`src/rtl/shift_issue_stage.sv`:
```
// Issue stage feeding the 16-bit combinational barrel shifter. Decoded shift micro-ops
// are resolved, buffered in a 2-entry FIFO and presented from a stall-stable output register.
module shift_issue_stage #(
  parameter int DW   = 16,
  parameter int SAW  = 4,
  parameter int TAGW = 3
) (
  input  logic            clk,
  input  logic            reset,
  input  logic            in_valid,
  output logic            in_ready,
  input  logic [2:0]      in_op,
  input  logic [DW-1:0]   in_rt,
  input  logic [DW-1:0]   in_rs,
  input  logic [SAW-1:0]  in_shamt,
  input  logic [TAGW-1:0] in_tag,
  output logic [DW-1:0]   d,
  output logic [SAW-1:0]  sa,
  output logic            right,
  output logic            arith,
  output logic            out_valid,
  output logic [TAGW-1:0] out_tag,
  input  logic            out_ready,
  output logic            illegal_op,
  output logic [15:0]     issue_count
);

  localparam int EW = DW + SAW + 2 + TAGW;

  logic [EW-1:0]  mem [2];
  logic           wptr;
  logic           rptr;
  logic [1:0]     count;

  logic           legal;
  logic           accept;
  logic           push;
  logic           load_en;
  logic           pop;
  logic [SAW-1:0] sa_res;
  logic [EW-1:0]  entry;
  logic           unused_rs;

  assign unused_rs = ^in_rs[DW-1:SAW];

  always_comb begin
    legal   = ~(in_op[1] & in_op[0]);
    load_en = ~out_valid | out_ready;
    pop     = load_en && (count != 2'd0);
    // A full FIFO may still accept when its head is leaving in the same cycle.
    in_ready = (count != 2'd2) || pop;
    accept  = in_valid && in_ready;
    push    = accept && legal;
    sa_res  = in_op[2] ? in_rs[SAW-1:0] : in_shamt;
    entry   = {in_rt, sa_res, in_op[0] | in_op[1], in_op[1], in_tag};
  end

  always_ff @(posedge clk) begin
    if (reset) begin
      for (int unsigned i = 0; i < 2; i++) mem[i] <= '0;
      wptr        <= 1'b0;
      rptr        <= 1'b0;
      count       <= '0;
      out_valid   <= 1'b0;
      d           <= '0;
      sa          <= '0;
      right       <= 1'b0;
      arith       <= 1'b0;
      out_tag     <= '0;
      illegal_op  <= 1'b0;
      issue_count <= '0;
    end else begin
      if (push) begin
        mem[wptr] <= entry;
        wptr      <= ~wptr;
      end
      if (pop) rptr <= ~rptr;
      case ({push, pop})
        2'b10:   count <= count + 2'd1;
        2'b01:   count <= count - 2'd1;
        default: count <= count;
      endcase

      if (load_en) begin
        out_valid <= (count != 2'd0);
        if (count != 2'd0) {d, sa, right, arith, out_tag} <= mem[rptr];
      end

      illegal_op <= accept && !legal;
      if (out_valid && out_ready) issue_count <= issue_count + 16'd1;
    end
  end

endmodule

```
`config.mk`:
```
export PLATFORM = sky130hd
export DESIGN_NAME = shift_issue_stage
export DESIGN_NICKNAME = d
export VERILOG_FILES = /design/src/rtl/shift_issue_stage.sv
export SDC_FILE = /design/constraint.sdc
export NUM_CORES = 1
export LEC_CHECK = 0
export ABC_AREA = 1
export ABC_CLOCK_PERIOD_IN_PS = 1900
export BUFFER_PORTS_ARGS = -buffer_cell sky130_fd_sc_hd__buf_2
export CAP_MARGIN = 20
export CORE_MARGIN = 5
export CORE_UTILIZATION = 50
export CTS_BUF_LIST = sky130_fd_sc_hd__clkbuf_8
export DETAILED_ROUTE_END_ITERATION = 8
export GPL_TIMING_DRIVEN = 0
export PLACE_DENSITY = 0.77
export SLEW_MARGIN = 20
export SYNTH_ARGS = -nofsm -noshare
export SYNTH_HDL_FRONTEND = slang
export SYNTH_SLANG_ARGS = --single-unit
```
`constraint.sdc`:
```
create_clock -name clk -period 1.9 [get_ports clk]
set_input_delay 0.38 -clock clk [delete_from_list [all_inputs] [get_ports clk]]
set_output_delay 0.38 -clock clk [all_outputs]
set_load 0.01 [all_outputs]
```
==> results by group <==
Detailed routing
  – DRC Markers: 0
  – Via count: ~3,200
  – Drt wl/cell: 14.3 um
  – DRT Pass-1 Iters: 5
  – Routed Antenna Nets: 0
  – Vias/cell: about 5.2
  – Final WL: 8.93 mm
  – Initial DRC count: 189

Cells and area
  – Fin cells: roughly 620
  – Final Core Density: between 60 and 70%
  – ANT cells: 0
  – Fill cells: 667
  – Layout cell share with drive strength beyond 1: 20.9%
  – Multi-input logic area: 1310 um2
  – Nets: 566
  – Final instance area: 4710 um2
  – Synth-to-Final Area Change: 18.0%
  – Register Area: 2440 um2

Floorplan
  – Initial core utilization: between 50% and 60%
  – Die Span Y: 99.3 um
  – Row count: 32
  – CORE AREA: 7770 um2
  – Die ar.: 9860 um2
  – Chip Width: 99.3 um
  – I/O pin count: 90

Power
  – Int Power: about 3.7 mW
  – Worst vdd ir: 0.000530 V
  – Clock power share: 21.0%
  – Reg power frac: 48.7%
  – Logic pwr share: 30.2%
  – Psw: 2.16 mW
  – P per Cell Area: 1240 nW/um2
  – Leak: between 2 and 2.5 nW
  – Sw Ratio: 36.9%
  – Total power: 5.86 mW

Synth
  – Average size of a mapped cell: 9.23 um2
  – Largest cells by area after synthesis: edfxtp_1 (38%), dfxtp_1 (24%), nand2_1 (7.8%), nor2_1 (7.4%), o21ai_0 (4.4%)
  – Synth Instances: 432
  – Synth unique cells: 28
  – Cell taking the most area after synthesis: edfxtp_1
  – YS warnings: 0
  – Sequential share of the synthesized area: 61.2%
  – FF+latch count, synth: 97
  – Yosys top cell area share: 37.6%
  – Synth Cell Area: ~4000 um2
  – Syn nets: 480

Placement
  – # port buffers: between 70 and 80
  – Post-DP Area: 4500 um2
  – DP Cell Count: 610
  – RD Place Congestion: 0.844
  – Hpwl dp: 6.28 mm

Clock network
  – CTS Buf Count: 9
  – Max clock buf depth: 2
  – Clock-pin slew of the registers on the worst-case setup and hold paths: approximately 90 ps
  – CTS tree: done
  – CTS Root Cell: clkbuf_8
  – Latest clock arrival within the worst-skew pair: 360 ps
  – CTS hold repair buffers: 0
  – Setup bufs post-CTS: 0
  – Clk sink count: 97
  – CTS H-tree depth: 3

Setup path
  – Worst Reg2Reg Path Length in Cells: 7
  – Top delay family on crit path: simple AND/OR/NAND/NOR gates
  – Worst EP arrival: 1820 ps
  – CP Cell Sequence: nor2_1 -> nand2_4 -> nand3_4 -> nor2_2 -> nand2_4 -> buf_6 -> nand2_8
  – Worst-path maximum fanout: 25
  – Crit path largest cell delay: 490 ps
  – Critical Setup Path Class: flip-flop to flip-flop
  – CP most frequent cell: nand2_4
  – Worst Setup End Kind: flip-flop
  – RR Endpoint: mem[0][3]
  – Worst r2r src: count[0]
  – CP Launch Type: flip-flop
  – Critical Path RT: 1940 ps
  – Reg-to-reg slack, setup: about 120 ps
  – Slowest-stage cell, CP: dfxtp_1
  – WP buf/inv: 1

STA
  – Final period util: 93.5%
  – Achievable clock frequency: ~560 MHz
  – Unrepaired setup endpoints after global routing: no
  – Worst Skew: 12.2 ps
  – Hold slack: 302 ps
  – Slew of the pin with the lowest slew margin: 913 ps
  – # setup viols final: 0
  – Final Hold Viols: 0
  – Final slew viol count: 0
  – Max_slew headroom: 39.1%
  – Final min period: 1780 ps

Min path
  – Worst hold path cell count: 2
  – Hold EP: issue_count[2]
  – Hold_sp: reset
  – Hold WC Path Type: primary input to flip-flop

Global route
  – Overflow after GRT: 0
  – Initial antenna violation count: 0
  – Global-route wire length before repair: 14.2 mm
  – Gr usage total: ~18%
  – Largest net degree at the start of global routing: 26
  – Vias in the first global route: a little over 3,000

Job
  – Max Cap Viol: 0

Run status
  – Outcome: finished clean
[flip-flops by register name (all words and copies together), names as in the netlist]
register / cells
issue_count: 16
arith: 1
wptr: 1
illegal_op: 1
mem: 50
rptr: 1
d: 16
out_tag: 3
sa: 4
out_valid: 1
count: 2
right: 1
[worst reg2reg max path, cell delays in order, from the launching register on]
cell	delay [ps]
dfxtp_1	490
nor2_1	140
nand2_4	110
nand3_4	100
nor2_2	140
nand2_4	120
buf_6	180
nand2_8	180
[cell type report]
class                   count  share of cell area, %
flip-flops and latches     97                   51.9
clock inverters             6                   1.06
clock buffers               9                   2.63
multi-input cells         271                   27.9
repair buffers             76                   8.08
well taps                 102                   2.71
inverters                  45                   3.59
plain buffers              18                   2.13
[how the worst max path moves through the flow]
stage,from,to,slack [ps],cells past startpoint
floorplan,out_ready,mem[0][0],100,9
global placement,out_ready,mem[0][9],-280,10
detailed placement,out_ready,mem[0][8],-320,10
CTS,count[0],mem[0][13],6,7
global route,count[0],mem[1][5],40,7
finish,count[0],mem[0][3],120,7
[routing by layer]
layer,track usage [%],wire length (um),share of wire (%)
met1,21.3,3690,41
met2,32.3,4480,50
met3,4.21,565,6.3
met4,6.09,189,2.1
met5,0,0,0
[power groups by stage]
stage               combinational, mW  sequential [mW]  clock, mW
detailed placement               1.76             2.88          0
CTS                              1.77             2.85       1.24
global route                     1.93             2.89       1.33
global placement                 1.68             2.87          0
finish                           1.77             2.85       1.23
floorplan                       0.937             2.97          0
[logic make-up after synthesis]
logic type      after synthesis  share of synthesized area (%)
fa+ha+maj                     2                          0.627
flops                        97                           61.2
buf+inv                      64                           6.84
xor+xnor                      1                          0.220
mux                           4                           1.00
simple gates                188                           19.6
compound gates               76                           10.5
[layout by cell type, fill, tap and decap left out, types with 3 or more instances in the layout]
cell type and n:
nor2_2 4, edfxtp_1 50, nand3_1 8, nand4_1 3
nor3_1 5, inv_1 42, a21oi_1 12, mux2i_1 4
clkbuf_1 10, nand2_1 81, buf_2 78, buf_6 4
nand2_4 3, o21ai_0 35, dfxtp_1 47, a31oi_1 25
nor2_1 79, clkbuf_8 9, inv_6 4
[metrics by stage]
step / setup TNS (ps) / setup WS (ps)
floorplan: 0 / 99.9
global placement: -13930 / -284
detailed placement: -15550 / -323
CTS: 0 / 5.76
global route: 0 / 44.7
finish: 0 / 124
[synth_stat cells (all sizes together)]
cell     n
a21oi   12
a31oi   25
buf      8
clkbuf  11
clkinv   2
dfxtp   47
edfxtp  50
ha       2
inv     43
mux2i    4
nand2   86
nand3    9
nand3b   1
nand4    3
nor2    83
nor3     5
nor4     1
o21ai   38
o21bai   1
xor2     1
[repair_timing]
item,CTS,global route
gates resized for setup,3,2
endpoints found under the hold margin,0,0
endpoints found under the setup margin,51,50
pin swaps,0,0
No activity file was read; power rests on OpenSTA's default activity.
